$ cat src/rtl/fp_issue_arbiter.sv
// Round-robin issue arbiter sharing one fixed-latency FP pipeline between N_REQ requesters,
// with per-requester credit limits, a tag pipe that returns results to their owners, and flush/drain.
module fp_issue_arbiter #(
  parameter int N_REQ     = 2,
  parameter int LATENCY   = 3,
  parameter int OP_W      = 4,
  parameter int MAX_OUTST = 2
) (
  input  logic                  clk,
  input  logic                  rst_n,
  input  logic [N_REQ-1:0]      req_valid,
  output logic [N_REQ-1:0]      req_ready,
  input  logic [N_REQ*OP_W-1:0] req_op,
  input  logic [N_REQ*32-1:0]   req_a,
  input  logic [N_REQ*32-1:0]   req_b,
  input  logic [N_REQ*32-1:0]   req_c,
  output logic                  ex_valid,
  output logic [OP_W-1:0]       ex_op,
  output logic [31:0]           ex_a,
  output logic [31:0]           ex_b,
  output logic [31:0]           ex_c,
  input  logic [31:0]           ex_result,
  input  logic [4:0]            ex_flags,
  output logic [N_REQ-1:0]      rsp_valid,
  output logic [31:0]           rsp_result,
  output logic [4:0]            rsp_flags,
  input  logic                  flush_req,
  output logic                  flush_done,
  output logic                  busy
);

  localparam int ID_W  = $clog2(N_REQ);
  localparam int CNT_W = $clog2(MAX_OUTST + 1);

  typedef enum logic {RUN, DRAIN} state_e;

  state_e            state_q, state_d;
  logic [ID_W-1:0]   rr_ptr_q, rr_ptr_d;
  logic [CNT_W-1:0]  cnt_q [N_REQ];
  logic [CNT_W-1:0]  cnt_d [N_REQ];
  logic              ex_valid_q, ex_valid_d;
  logic [OP_W-1:0]   ex_op_q, ex_op_d;
  logic [31:0]       ex_a_q, ex_a_d;
  logic [31:0]       ex_b_q, ex_b_d;
  logic [31:0]       ex_c_q, ex_c_d;
  logic [ID_W-1:0]   ex_id_q, ex_id_d;
  logic [LATENCY-1:0] tag_valid_q, tag_valid_d;
  logic [ID_W-1:0]   tag_id_q [LATENCY];
  logic [ID_W-1:0]   tag_id_d [LATENCY];
  logic              flush_done_q, flush_done_d;

  logic [N_REQ-1:0]  eligible;
  logic [ID_W-1:0]   cand;
  logic [ID_W-1:0]   grant;
  logic              found;
  logic              accept;
  logic              cnt_idle;
  logic              cnt_idle_nxt;
  logic              drained;

  // A credit returning this cycle may be reused by a same-cycle accept, so a saturated
  // requester streams without a bubble.
  always_comb begin
    rsp_valid = '0;
    for (int i = 0; i < N_REQ; i++) begin
      if (tag_valid_q[LATENCY-1] && tag_id_q[LATENCY-1] == ID_W'(i)) rsp_valid[i] = 1'b1;
    end
    cnt_idle = 1'b1;
    for (int i = 0; i < N_REQ; i++) begin
      eligible[i] = req_valid[i] && ((cnt_q[i] < CNT_W'(MAX_OUTST)) || rsp_valid[i]);
      if (cnt_q[i] != '0) cnt_idle = 1'b0;
    end
    found = 1'b0;
    grant = '0;
    cand  = '0;
    for (int k = 0; k < N_REQ; k++) begin
      cand = ID_W'((int'(rr_ptr_q) + k) % N_REQ);
      if (!found && eligible[cand]) begin
        found = 1'b1;
        grant = cand;
      end
    end
    accept    = found && rst_n && (state_q == RUN) && !flush_req;
    req_ready = '0;
    for (int i = 0; i < N_REQ; i++) begin
      if (accept && grant == ID_W'(i)) req_ready[i] = 1'b1;
    end
  end

  always_comb begin
    state_d    = state_q;
    rr_ptr_d   = rr_ptr_q;
    ex_valid_d = accept;
    ex_op_d    = ex_op_q;
    ex_a_d     = ex_a_q;
    ex_b_d     = ex_b_q;
    ex_c_d     = ex_c_q;
    ex_id_d    = ex_id_q;
    if (accept) begin
      ex_id_d  = grant;
      rr_ptr_d = (grant == ID_W'(N_REQ - 1)) ? '0 : grant + 1'b1;
      for (int i = 0; i < N_REQ; i++) begin
        if (grant == ID_W'(i)) begin
          ex_op_d = req_op[i*OP_W +: OP_W];
          ex_a_d  = req_a[i*32 +: 32];
          ex_b_d  = req_b[i*32 +: 32];
          ex_c_d  = req_c[i*32 +: 32];
        end
      end
    end

    tag_valid_d[0] = ex_valid_q;
    tag_id_d[0]    = ex_id_q;
    for (int i = 1; i < LATENCY; i++) begin
      tag_valid_d[i] = tag_valid_q[i-1];
      tag_id_d[i]    = tag_id_q[i-1];
    end

    cnt_idle_nxt = 1'b1;
    for (int i = 0; i < N_REQ; i++) begin
      cnt_d[i] = cnt_q[i];
      if (req_ready[i] && !rsp_valid[i])      cnt_d[i] = cnt_q[i] + 1'b1;
      else if (!req_ready[i] && rsp_valid[i]) cnt_d[i] = cnt_q[i] - 1'b1;
      if (cnt_d[i] != '0) cnt_idle_nxt = 1'b0;
    end

    drained = !ex_valid_q && (tag_valid_q == '0) && cnt_idle;
    case (state_q)
      RUN:     if (flush_req) state_d = DRAIN;
      DRAIN:   if (drained) begin
                 state_d  = RUN;
                 rr_ptr_d = '0;
               end
      default: state_d = RUN;
    endcase

    // Registered pulse that lines up with the DRAIN cycle in which everything is empty.
    flush_done_d = (state_d == DRAIN) && !ex_valid_d && (tag_valid_d == '0) && cnt_idle_nxt;
  end

  always_ff @(posedge clk or negedge rst_n) begin
    if (!rst_n) begin
      state_q      <= RUN;
      rr_ptr_q     <= '0;
      ex_valid_q   <= 1'b0;
      ex_op_q      <= '0;
      ex_a_q       <= '0;
      ex_b_q       <= '0;
      ex_c_q       <= '0;
      ex_id_q      <= '0;
      tag_valid_q  <= '0;
      flush_done_q <= 1'b0;
      for (int i = 0; i < N_REQ; i++) cnt_q[i] <= '0;
      for (int i = 0; i < LATENCY; i++) tag_id_q[i] <= '0;
    end else begin
      state_q      <= state_d;
      rr_ptr_q     <= rr_ptr_d;
      ex_valid_q   <= ex_valid_d;
      ex_op_q      <= ex_op_d;
      ex_a_q       <= ex_a_d;
      ex_b_q       <= ex_b_d;
      ex_c_q       <= ex_c_d;
      ex_id_q      <= ex_id_d;
      tag_valid_q  <= tag_valid_d;
      flush_done_q <= flush_done_d;
      for (int i = 0; i < N_REQ; i++) cnt_q[i] <= cnt_d[i];
      for (int i = 0; i < LATENCY; i++) tag_id_q[i] <= tag_id_d[i];
    end
  end

  assign ex_valid   = ex_valid_q;
  assign ex_op      = ex_op_q;
  assign ex_a       = ex_a_q;
  assign ex_b       = ex_b_q;
  assign ex_c       = ex_c_q;
  assign rsp_result = ex_result;
  assign rsp_flags  = ex_flags;
  assign flush_done = flush_done_q;
  assign busy       = ex_valid_q || (tag_valid_q != '0) || !cnt_idle;

endmodule

$ cat config.mk
export PLATFORM = sky130hd
export DESIGN_NAME = fp_issue_arbiter
export DESIGN_NICKNAME = d
export VERILOG_FILES = /design/src/rtl/fp_issue_arbiter.sv
export SDC_FILE = /design/constraint.sdc
export NUM_CORES = 1
export LEC_CHECK = 0
export BUFFER_PORTS_ARGS = -buffer_cell sky130_fd_sc_hd__buf_2
export CORE_AREA = 2 2 152 154
export CTS_CLUSTER_SIZE = 28
export DETAILED_ROUTE_END_ITERATION = 10
export DIE_AREA = 0 0 154 156
export PLACE_DENSITY = 0.5
export SKIP_CTS_REPAIR_TIMING = 1
export SYNTH_ARGS = -nofsm -noshare
export SYNTH_HDL_FRONTEND = slang
export SYNTH_SLANG_ARGS = --single-unit
$ cat constraint.sdc
create_clock -name clk -period 2 [get_ports clk]
set_input_delay 0.1 -clock clk [delete_from_list [all_inputs] [get_ports clk]]
set_output_delay 0.1 -clock clk [all_outputs]
set_load 0.05 [all_outputs]
==> metrics list <==
* Run status: finished, violations left
- Violations in the final reports: negative hold slack
- Worst rel slew slack: 0.592
- The floorplan step defined a die boundary enclosing 24000 µm².
- DRC viols: 0
* Largest delay contributor family on the critical path: compound AO/OA/AOI/OAI gates
- Relative area change from synthesis to final layout: 82.9%
- Setup total negative slack on the finished layout was measured at 0 ns.
- The final layout contains routed wiring with a total length of around 21000 µm.
- In this run, CTS created clock tree buffers numbering 17.
* Post-route cell area: about 9700 µm²
- Number of clock sinks seen by CTS: 115
- Detailed placer's ending HPWL: around 12000 µm
- Hold WC Path Type: in -> reg
- Highest achievable clock rate: ~0.52 GHz
- The share of total power dissipated in the clock network is 0.205.
- Yosys attributes the largest share of cell area to sky130_fd_sc_hd__dfrtp_1, sky130_fd_sc_hd__a22oi_1, sky130_fd_sc_hd__o21ai_0, sky130_fd_sc_hd__inv_1, sky130_fd_sc_hd__buf_4.
- The detail route stage leaves a number of antenna-violating nets equal to 0.
- The number of antenna violations at the first check in global routing was 0.
- Buffer levels on the longest clock path: 2
* Net count of the finished layout: 1257
- Master cell of the clock root buffer: sky130_fd_sc_hd__clkbuf_16
- VDD sags by at most 0.705 mV.
- Synthesized cell area: around 5300 µm²
* WP data required: 1.90 ns
- Buffers placed on the I/O ports in this run total 311.
- The largest individual stage delay along the critical path comes from the cell sky130_fd_sc_hd__dfrtp_2.
* Slew @ Worst Pin: 0.611 ns
* CTS tree: done
* Number of enable-type register cells in the synthesized netlist: 0
- Initial cell density of the core: 0.237
- Clock slew at the register clock pins of the worst setup and hold paths: 0.06 ns
- Via count of the first global-routing pass: 4577
- Combinational share of power: 0.506
- Synth area leader: sky130_fd_sc_hd__dfrtp_1
- Of the total power, the share spent switching nets is 0.503.
* Number of ports placed on the die boundary: 386
- Using the TritonRoute via totals, the vias-per-cell ratio works out to 4.42.
- For this block, the initial DRC count from the detailed router was 383.
* Fillers: approximately 2100
- Remaining global-route overflow: 0
- Setup clock skew after layout: 0.00710 ns
- The worst setup path is launched from a register.
- Along the worst path, the maximum fanout reaches 15.
- Final standard cell count with taps included and fillers excluded: 1311
* Switching power: 0.00717 W
- The worst setup path is of the reg -> out kind.
- The share of synthesized area in the top cell type comes to 0.543.
* Most used DFF post-synth: sky130_fd_sc_hd__dfrtp_1
- The number of hold violations in the final report is 3.
- Sort of element at the end of the critical path: output port
- Final period utilization: 0.969
* Cells traversed along the worst timing path: a21boi_4 -> o2111ai_4 -> a21oi_4 -> buf_12 -> buf_6
* Total number of vias: 5794
* Post-place instance area: 6950 µm²
* Routed wirelength normalized by instance count: 16.2 µm
* Distinct cell type count after synthesis: 31
- At the end of the flow the core is filled with cells to 0.433.
* Buffer and inverter count on the worst path: 2
- For the worst setup path, the data arrival time is 1.84 ns.
- Fraction of final layout cells with drive strength greater than 1: 0.366
- Overall power consumption after layout is estimated at 0.0143 W.
* Synth cell count leaders: sky130_fd_sc_hd__dfrtp_1, sky130_fd_sc_hd__inv_1, sky130_fd_sc_hd__a22oi_1
* Count of final max-slew check failures: 0
- During synthesis, Yosys emitted a total of 0 warnings.
* Total Routing Usage GR: 0.133
* Std-Cell Rows: 55
- Counting flops with an async set or reset pin after synthesis yields a share of 1.00.
- For this run, the slowest stage of the critical path takes 0.45 ns.
* Number of inserted diodes: 0
* Hold WS: -0.0309 ns
* Placeable core region: 22400 µm²
- For this design the ratio of total power to cell area is roughly 1500 nW/µm².
- Summed over all cells, the static leakage comes to approximately 4.7 nW.
- Yosys instantiated no cell more often than sky130_fd_sc_hd__dfrtp_1.
- Including well taps, the total number of placed cells is 1070.
* # setup viols final: 0
* Period minus WS final: approximately 1.9 ns
- Cell internal power was estimated by the tool at 0.00708 W.
- Part of the Yosys area used for sequential elements: 0.543
- The congestion estimate from routability-driven global placement came to 0.743.
* Chip Width: 154 µm
* Number of flip-flops and latches in the synthesized netlist: 115
- Counting every instance in the synthesized netlist gives 535.
- The number of nets in the synthesized netlist is roughly 780.
- The share of total power dissipated in sequential elements is 0.289.
* Pin count of the biggest net entering global routing: 112
* Global-route wire length before repair: 24700 µm
- The die is 156 µm tall.
- Clock latency on the worst-skew pair, taken at its later pin, is about 0.41 ns.
* CTS H-Tree Depth: 4
- The tool flagged a number of max-cap violations equal to 0.
- Iteration count of the initial detailed-routing pass: 5
* Mean post-synth cell area: just under 10 µm²
-- power by group through the flow --
stage          sequential (W)  combinational (W)  clock [W]
2_1_floorplan         0.00781            0.00147          0
4_1_cts               0.00411            0.00686    0.00303
3_3_place_gp          0.00412            0.00683          0
5_1_grt               0.00428            0.00762    0.00313
6_report              0.00412            0.00722    0.00292
3_5_place_dp          0.00411            0.00685          0
-- per-layer routing --
layer | wire length [µm] | share of wire | vias to the layer above | global-route usage
met4 | 700 | 0.033 | 0 | 0.0623
li1 | - | - | 2749 | -
met1 | 8790 | 0.41 | 2690 | 0.170
met3 | 1480 | 0.070 | 57 | 0.0397
met2 | 10200 | 0.48 | 298 | 0.206
met5 | 0 | 0 | - | 0
-- worst register-to-register path, delay by kind of cell, from the launching register on --
family / cells / cell delay, ns
compound gates: 3 / 0.64
flops: 1 / 0.43
buf+inv: 2 / 0.34
simple gates: 2 / 0.31
-- registers in the layout, indices dropped and copies added, names as in the netlist, 2 cells and up --
name and flops:
ex_a 32, tag_id_d 2, tag_valid_q 3, ex_op 4, ex_b 32, ex_c 32, cnt_q 4
-- cell families (layout without fill, tap and decap cells) --
kind of cell	after synthesis	in the layout	share of synthesized area
compound gates	216	216	0.262
buf+inv	177	668	0.158
flops	115	115	0.543
simple gates	21	21	0.0260
xor+xnor	3	3	0.00496
fa+ha+maj	2	2	0.00472
mux	1	1	0.00189
-- layout make-up --
type                       count  area (µm²)  area share
timing repair buffer         529        3860       0.398
tap                          285         357      0.0368
clock buffer                  19         443      0.0457
inverter                     107         402      0.0414
sequential                   115        2880       0.297
clock inverter                13         126      0.0130
multi-input combinational    243        1630       0.168
-- worst paths after layout --
| kind | startpoint | to | slack (ns) | depth (start not counted) |
|---|---|---|---|---|
| setup reg to reg | tag_id_q[0]$_DFF_PN0_ | ex_b[0]$_DFFE_PN0N_ | 0.15 | 7 |
| hold reg to reg | tag_id_d[1]$_DFF_PN0_ | tag_id_d[0]$_DFF_PN0_ | 0.35 | 0 |
| max in group asynchronous | rst_n | ex_c[23]$_DFFE_PN0N_ | 1.06 | 3 |
| setup / recovery | tag_valid_q[2]$_DFF_PN0_ | req_ready[0] | 0.06 | 5 |
| hold / removal | req_a[27] | ex_a[27]$_DFFE_PN0N_ | -0.03 | 3 |
| min in group asynchronous | rst_n | cnt_q[2]$_DFF_PN0_ | 0.10 | 2 |
-- cell usage in the layout (no fill, tap or decap), types with 2 or more instances in the layout --
cell type,n
sky130_fd_sc_hd__a21oi_4,2
sky130_fd_sc_hd__a22oi_1,101
sky130_fd_sc_hd__buf_12,7
sky130_fd_sc_hd__buf_2,308
sky130_fd_sc_hd__buf_4,11
sky130_fd_sc_hd__buf_6,2
sky130_fd_sc_hd__clkbuf_16,21
sky130_fd_sc_hd__clkinv_4,3
sky130_fd_sc_hd__clkinvlp_4,4
sky130_fd_sc_hd__dfrtp_1,114
sky130_fd_sc_hd__dlygate4sd3_1,197
sky130_fd_sc_hd__ha_1,2
sky130_fd_sc_hd__inv_1,107
sky130_fd_sc_hd__inv_6,4
sky130_fd_sc_hd__nand2_1,5
sky130_fd_sc_hd__nand2b_4,2
sky130_fd_sc_hd__nand3_1,2
sky130_fd_sc_hd__nor2_1,3
sky130_fd_sc_hd__nor3_1,2
sky130_fd_sc_hd__o21a_1,2
sky130_fd_sc_hd__o21ai_0,83
sky130_fd_sc_hd__o21ai_1,20
sky130_fd_sc_hd__xnor2_1,3
-- metrics by stage --
stage / setup WS (ns) / hold slack, ns
after floorplan: 0.115 / -0.196
after global placement: 0.131 / -0.0609
after detailed placement: 0.0949 / -0.0613
after CTS: -0.291 / -0.511
after global routing: -0.0316 / -0.000372
final: 0.0623 / -0.0309
Power figures use the tool's default switching activity.
